## src/rtl/keypad_pkg.sv

```systemverilog
// Shared types and helpers for the keypad scanner: FSM state encoding and a
// one-hot index decoder that also reports whether the vector was exactly one-hot.
package keypad_pkg;

  typedef enum logic [1:0] {
    SCAN,
    PRESS_DB,
    HELD,
    RELEASE_DB
  } state_e;

  typedef struct packed {
    logic       valid;
    logic [2:0] idx;
  } onehot_t;

  // Row vectors up to 8 bits are zero-extended by the caller.
  function automatic onehot_t onehot_decode(input logic [7:0] vec);
    onehot_t res;
    int      n;
    res = '0;
    n   = 0;
    for (int i = 0; i < 8; i++) begin
      if (vec[i]) begin
        res.idx = 3'(i);
        n++;
      end
    end
    res.valid = (n == 1);
    return res;
  endfunction

endpackage

```

## src/rtl/keypad_sync_2ff.sv

```systemverilog
// Two-flop synchronizer for the asynchronous row sense lines; used only when
// the keypad scanner is built with KEYPAD_SYNC_EN.
module sync_2ff #(
  parameter int WIDTH = 4
) (
  input  logic             clk,
  input  logic             reset,
  input  logic [WIDTH-1:0] d_i,
  output logic [WIDTH-1:0] q_o
);

  logic [WIDTH-1:0] meta_q;
  logic [WIDTH-1:0] sync_q;

  always_ff @(posedge clk) begin
    if (reset) begin
      meta_q <= '0;
      sync_q <= '0;
    end else begin
      meta_q <= d_i;
      sync_q <= meta_q;
    end
  end

  assign q_o = sync_q;

endmodule

```

## src/rtl/keypad_scanner.sv

```systemverilog
// Column-scanning matrix keypad controller with press/release debouncing.
// Define KEYPAD_SYNC_EN to pass the row inputs through a 2-flop synchronizer.
module keypad_scanner
  import keypad_pkg::*;
#(
  parameter  int N_ROWS       = 4,
  parameter  int N_COLS       = 4,
  parameter  int SCAN_DIV     = 1000,
  parameter  int DEBOUNCE_CYC = 50000,
  localparam int CODE_W       = $clog2(N_ROWS * N_COLS)
) (
  input  logic              clk,
  input  logic              reset,
  input  logic [N_ROWS-1:0] rows,
  output logic [N_COLS-1:0] col,
  output logic [CODE_W-1:0] key_code,
  output logic              key_valid,
  output logic              key_held
);

  localparam int CNT_MAX = (SCAN_DIV > DEBOUNCE_CYC) ? SCAN_DIV : DEBOUNCE_CYC;
  localparam int CNT_W   = $clog2(CNT_MAX + 1);
  localparam int COL_W   = $clog2(N_COLS);
  localparam int ROW_W   = $clog2(N_ROWS);
  localparam logic [CNT_W-1:0] DIV_LAST = CNT_W'(SCAN_DIV - 1);
  localparam logic [CNT_W-1:0] DB_DONE  = CNT_W'(DEBOUNCE_CYC);

  logic [N_ROWS-1:0] rows_s;

`ifdef KEYPAD_SYNC_EN
  sync_2ff #(.WIDTH(N_ROWS)) u_sync (
    .clk   (clk),
    .reset (reset),
    .d_i   (rows),
    .q_o   (rows_s)
  );
`else
  assign rows_s = rows;
`endif

  state_e            state_q, state_d;
  logic [COL_W-1:0]  col_idx_q, col_idx_d;
  logic [ROW_W-1:0]  row_idx_q, row_idx_d;
  logic [CNT_W-1:0]  div_q, div_d;
  logic [CNT_W-1:0]  db_q, db_d;
  logic [CODE_W-1:0] key_code_q, key_code_d;
  logic              key_valid_q, key_valid_d;

  onehot_t           hit;
  logic [N_ROWS-1:0] row_oh;
  logic [COL_W-1:0]  col_next;
  logic [CNT_W-1:0]  db_inc;
  logic [CODE_W-1:0] code;
  logic              row_low;

  assign hit      = onehot_decode(8'(rows_s));
  assign row_oh   = N_ROWS'(1) << row_idx_q;
  assign row_low  = ((rows_s & row_oh) == '0);
  assign col_next = (col_idx_q == COL_W'(N_COLS - 1)) ? '0 : col_idx_q + COL_W'(1);
  assign db_inc   = (db_q == DB_DONE) ? db_q : db_q + CNT_W'(1);
  assign code     = CODE_W'(int'(row_idx_q) * N_COLS + int'(col_idx_q));

  // NOTE: every always_comb output gets a default first so no path leaves it unassigned (no latch).
  always_comb begin
    state_d     = state_q;
    col_idx_d   = col_idx_q;
    row_idx_d   = row_idx_q;
    div_d       = div_q;
    db_d        = db_q;
    key_code_d  = key_code_q;
    key_valid_d = 1'b0;

    case (state_q)
      SCAN: begin
        if (div_q == DIV_LAST) begin
          div_d = '0;
          if (hit.valid) begin
            row_idx_d = ROW_W'(hit.idx);
            db_d      = '0;
            state_d   = PRESS_DB;
          end else begin
            col_idx_d = col_next;
          end
        end else begin
          div_d = div_q + CNT_W'(1);
        end
      end
      PRESS_DB: begin
        if (rows_s == row_oh) begin
          db_d = db_inc;
          if (db_inc == DB_DONE) begin
            key_code_d  = code;
            key_valid_d = 1'b1;
            state_d     = HELD;
          end
        end else begin
          col_idx_d = col_next;
          div_d     = '0;
          state_d   = SCAN;
        end
      end
      HELD: begin
        // Only the latched row matters once a key is accepted.
        if (row_low) begin
          db_d    = '0;
          state_d = RELEASE_DB;
        end
      end
      RELEASE_DB: begin
        if (row_low) begin
          db_d = db_inc;
          if (db_inc == DB_DONE) begin
            col_idx_d = col_next;
            div_d     = '0;
            state_d   = SCAN;
          end
        end else begin
          state_d = HELD;
        end
      end
      default: state_d = SCAN;
    endcase
  end

  // NOTE: sequential state uses non-blocking assignments so all registers update together at the edge.
  always_ff @(posedge clk) begin
    if (reset) begin
      state_q     <= SCAN;
      col_idx_q   <= '0;
      row_idx_q   <= '0;
      div_q       <= '0;
      db_q        <= '0;
      key_code_q  <= '0;
      key_valid_q <= 1'b0;
    end else begin
      state_q     <= state_d;
      col_idx_q   <= col_idx_d;
      row_idx_q   <= row_idx_d;
      div_q       <= div_d;
      db_q        <= db_d;
      key_code_q  <= key_code_d;
      key_valid_q <= key_valid_d;
    end
  end

  assign col       = N_COLS'(1) << col_idx_q;
  assign key_code  = key_code_q;
  assign key_valid = key_valid_q;
  assign key_held  = (state_q == HELD) || (state_q == RELEASE_DB);

endmodule

```

## config.mk

```make
export PLATFORM = sky130hd
export DESIGN_NAME = keypad_scanner
export DESIGN_NICKNAME = d
export VERILOG_FILES = /design/src/rtl/keypad_pkg.sv /design/src/rtl/keypad_sync_2ff.sv /design/src/rtl/keypad_scanner.sv
export SDC_FILE = /design/constraint.sdc
export NUM_CORES = 1
export LEC_CHECK = 0
export BUFFER_PORTS_ARGS = -buffer_cell sky130_fd_sc_hd__buf_2
export CORE_MARGIN = 8
export CORE_UTILIZATION = 60
export DETAILED_ROUTE_END_ITERATION = 10
export GPL_ROUTABILITY_DRIVEN = 1
export PLACE_DENSITY_LB_ADDON = 0.08
export SYNTH_ARGS = -nofsm -noshare
export SYNTH_HDL_FRONTEND = slang
export SYNTH_HIERARCHICAL = 1
export SYNTH_SLANG_ARGS = --single-unit
```

## constraint.sdc

```tcl
create_clock -name clk -period 3.9 [get_ports clk]
set_clock_uncertainty 0.2 [all_clocks]
set_input_delay 0.975 -clock clk [delete_from_list [all_inputs] [get_ports clk]]
set_output_delay 0.975 -clock clk [all_outputs]
set_load 0.03 [all_outputs]
```

After elaboration in Yosys (flattened, before gate mapping) --
Index checks and enable logic that the tools add are counted. Widths: inputs -> output; s select.
Operators by class: bitwise logic cells 3, add/subtract/negate cells 7, shift operators 2, eq/ne operators 19, muxes and demuxes 35, reduce and logical (&&, ||, !) cells 11
Operators by type and width (number):
- $mux 16 | 10
- $add 32x2->32 const B | 3
- $mux 32 | 3
- $pmux 16 s4 | 1
- $pmux 16 s3 | 1
- $add 16x1->16 const B | 2
- $eq 16x16->1 const B | 2
- $eq 32x2->1 const B | 1
- $mux 2 | 15
- $eq 16x10->1 const B | 1
- $ne 2x2->1 const B | 8
- $reduce_and 5->1 | 2
- $pmux 2 s4 | 1
- $shl 1x2->4 const A | 2
- $eq 2x2->1 const B | 3
- $ne 3x3->1 const B | 2
- $pmux 2 s3 | 1
- $reduce_and 3->1 | 2
- $reduce_and 6->1 | 1
- $add 4x2->4 | 1
- $and 4x4->4 | 1
- $eq 4x4->1 | 1
- $logic_not 4->1 | 1
- $reduce_and 4->1 | 1
- 8 further kinds | 11
Word-level totals: word-level logic and storage cells 84, register bits 43, input bits 6

Logic depth before layout (Yosys ltp) --
depth in word-level cells 11, gate-level depth with buffers 12

Worst setup path before layout --
OpenSTA, ideal clock, no wires.
path kind input to register, start point input port rows[1], end point register db_q[13], stages on the path 10, buffers on the path 1, required time 3.572 ns, path slack 0.442 ns, setup time 0.128 ns, arrival time 3.131 ns, path through inv_1 ha_1 xor2_1 ha_1 o41ai_1 a31oi_1 clkbuf_1 a21o_1 a21oi_1 nor2_1
Between the ends: word-level cells in the longest chain between the ends 8, elaborated cells on any way between the ends 14
Ends and longest elaborated chain:
- start: declaration | line keypad_scanner.sv:14 | input logic [N_ROWS-1:0] rows,
- $mux 32 | line keypad_pkg.sv:24 | if (vec[i]) begin
- $add 32x2->32 | line keypad_pkg.sv:26 | n++;
- $mux 32 | line keypad_pkg.sv:24
- $add 32x2->32 | line keypad_pkg.sv:26
- $mux 32 | line keypad_pkg.sv:24
- $eq 32x2->1 | line keypad_pkg.sv:29 | res.valid = (n == 1);
- $ne 2x2->1 (no source line)
- $reduce_and 5->1 (no source line) (*)
- end signal: assignment | line keypad_scanner.sv:132 | db_q <= '0;
- end signal: assignment | line keypad_scanner.sv:140 | db_q <= db_d;
- end: declaration | line keypad_scanner.sv:45 | logic [CNT_W-1:0] db_q, db_d;
Mark *: on every way between the ends. The rest lies on a longest branch, timed or not. A chain may end at the register's enable or synchronous reset.

Final worst setup path --
start point input port rows[1], end point register db_q[6]
Same word-level chain as after synthesis.

==> impl_metrics.csv <==
group,metric,value,unit
drt,dr.pass1.iters,4,
global_route,grt_pass1_vias,2448,
critical_path,startpoint_type,"primary input",
drt,postRouteAntennaNets,0,
synth,synth_cell_types,61,
synth,synth_adder_area_share,0.0604,
synth,ys.flop_type,"dfxtp_1",
timing,setup_tns,0,ps
power,p_sw,196,uW
drt,met3_wirelength,209,um
cells_and_area,final_util,0.650,
cells_and_area,insertedDiodeCount,0,
cts,clock_path_buffers,2,
placement,place_inst,411,
global_route,grt_pass1_wl,10.9,mm
global_route,grt_max_degree,26,
synth,synth_xor_xnor_area_share,0.0181,
critical_path,critPathMaxFanout,17,
power,leakagePower,0.00115,uW
timing,fin_crit,3400,ps
drt,routed_wl,6.36,mm
synth,synth_edf_count,0,
cts,worst_skew_pair.late_latency,300,ps
placement,gp_congestion,0.850,
cells_and_area,final_common_cell,"dfxtp_1",
timing,setup_violations,0,
cts,cts_setup_buffers,0,
cells_and_area,regArea,861,um^2
synth,avgSynthCellArea,8.07,um^2
power,p_int,587,uW
timing,finalCritPeriodShare,0.872,
cts,cts_root_buf,"clkbuf_8",
die,core_area,0.00469,mm^2
critical_path,startpoint,"rows[1]",
die,die_x,85.5,um
synth,syn_area,0.00290,mm^2
min_path,hold_path_class,"flop to flop",
synth,async_flop_share,0,
cts,clock_sinks,43,
drt,wl_per_cell,15.2,um
outcome,status,"complete, no violations",
synth,synth_warnings,6,
synth,muxShareOfSynthArea,0.0281,
min_path,hp-start,"div_q[1]",
power,seqPwrFrac,0.567,
synth,seq_area_frac_synth,0.297,
cells_and_area,multi_input_area,0.00186,mm^2
power,switching_share,0.250,
cells_and_area,synthToLayoutAreaGrowth,5.22,%
critical_path,end_kind,"flop",
drt,dr.max_layer_used,"met4",
cts,ctsHoldBuffers,0,
synth,yosys.area_share.simple,0.335,
synth,synth_compound_area_frac,0.197,
drt,via_per_inst,6.18,
drt,vias,2591,
critical_path,worst-endpoint-required,3930,ps
power,clkPwrFrac,0.382,
critical_path,reg2reg_from,"db_q[0]",
timing,hold_violations,0,
die,die_area,0.00731,mm^2
drt,wl_met2,3.07,mm
power,combPwrFrac,0.051,
timing,maxSlewViolCount,0,
drt,met1_length,2.97,mm
timing,slew_headroom,0.382,
power,irDropWorstVdd,163,uV
power,powerDensity,257,mW/mm^2
global_route,antenna_found_initial,0,
timing,rsz0062_at_grt,"false",
drt,drc,0,
timing,hold_slack,296,ps
cts,cts_tree,"built",
synth,syn_inst,359,
drt,drtIter0Drc,155,
cts,path_clk_slew,90,ps
critical_path,crit_arrival,3430,ps
synth,synth_top_family_by_area,"simple AND/OR/NAND/NOR gates",
cells_and_area,drive_gt1_frac,0.142,
placement,port_buffers,15,
timing,fmax,0.294,GHz
cts,ctsResizeCount,0,
cts,htreeDepth,2,
placement,dp_hpwl,4.45,mm
synth,syn_nets,379,
cells_and_area,stdcell_count,419,
die,start_util,0.618,
global_route,gr-total-overflow,0,
die,num_rows,25,
die,dieHeight,85.5,um
global_route,grtUsageTotal,0.178,
cells_and_area,fillers,408,
critical_path,path_class,"primary input to flop",
run,max-cap-violations,0,
timing,tightest_slew,920,ps
cts,cts_made_buffers,5,
cells_and_area,layout_common_cells,"dfxtp_1, nor2_1, o21ai_0, a21oi_1, nand2_1",
cells_and_area,final_nets,384,
synth,synth-seq-cells,43,
die,io_pins,16,
routing by layer:
metal  track usage  up-vias
li1              -     1337
met1         0.217     1199
met2         0.306       46
met3        0.0315        9
met4        0.0605        0
met5             0        -
kinds of logic after synthesis:
group / after synthesis
buffers and inverters: 36
flip-flops: 43
AO/OA/AOI/OAI: 84
multiplexers: 8
AND/OR/NAND/NOR: 168
XOR/XNOR: 6
adder cells (fa/ha/maj): 14
layout make-up:
cell class              instances  share of cell area
clock inverters                 3             0.00780
well taps                      54              0.0222
inverters                      13              0.0160
flip-flops and latches         43               0.282
clock buffers                   5              0.0226
multi-input cells             280               0.610
repair buffers                 21              0.0394
path summary, 6_finish.rpt:
check / end / slack (ps) / cells past startpoint
max: db_q[6] / 500 / 12
min: div_q[1] / 300 / 2
max reg2reg: div_q[1] / 810 / 9
min reg2reg: div_q[1] / 300 / 2
flip-flops by register name, summed over array words and instances, names as in the netlist:
signal,cells
key_code,4
div_q,16
state_q,2
key_valid,1
row_idx_q,2
db_q,16
col_idx_q,2
power groups by stage:
stage          Clock, uW  Sequential (uW)  Combinational (uW)
2_1_floorplan          0              453                27.3
3_3_place_gp           0              454                38.5
3_5_place_dp           0              454                39.5
6_report             299              443                40.1
4_1_cts              307              444                40.0
5_1_grt              322              444                44.1
stage by stage:
step	area, um^2	setup slack (ps)	total power, uW
3_5_place_dp	2960	230	493
5_1_grt	3050	258	811
4_1_cts	3050	518	791
2_1_floorplan	2900	442	481
3_3_place_gp	2960	323	492
6_report	3050	501	782
synthesized netlist by cell type (all sizes together) (4+ instances only):
cell | number | share of area
nand3b | 11 | 0.028
a31oi | 5 | 0.011
nor3 | 19 | 0.042
nor4 | 7 | 0.017
xor2 | 4 | 0.012
or2 | 4 | 0.0086
a311oi | 11 | 0.046
buf | 11 | 0.031
inv | 13 | 0.017
mux2i | 7 | 0.024
ha | 14 | 0.060
clkbuf | 12 | 0.016
o21ai | 26 | 0.045
and3 | 6 | 0.013
dfxtp | 43 | 0.30
nand4 | 11 | 0.034
nand2 | 23 | 0.030
and4 | 5 | 0.016
nand2b | 6 | 0.013
nor2b | 5 | 0.011
nor2 | 38 | 0.050
nand3 | 16 | 0.029
or3 | 7 | 0.015
a21oi | 24 | 0.041
critical path, cell delays in order:
cell,delay [ps]
buf_2,110
inv_1,60
ha_1,300
xor2_1,260
ha_1,280
o41ai_1,370
buf_4,190
a31oi_2,220
buf_4,290
nor3_1,180
a21oi_1,60
o21ai_0,150
No activity file was read; power rests on OpenSTA's default activity.
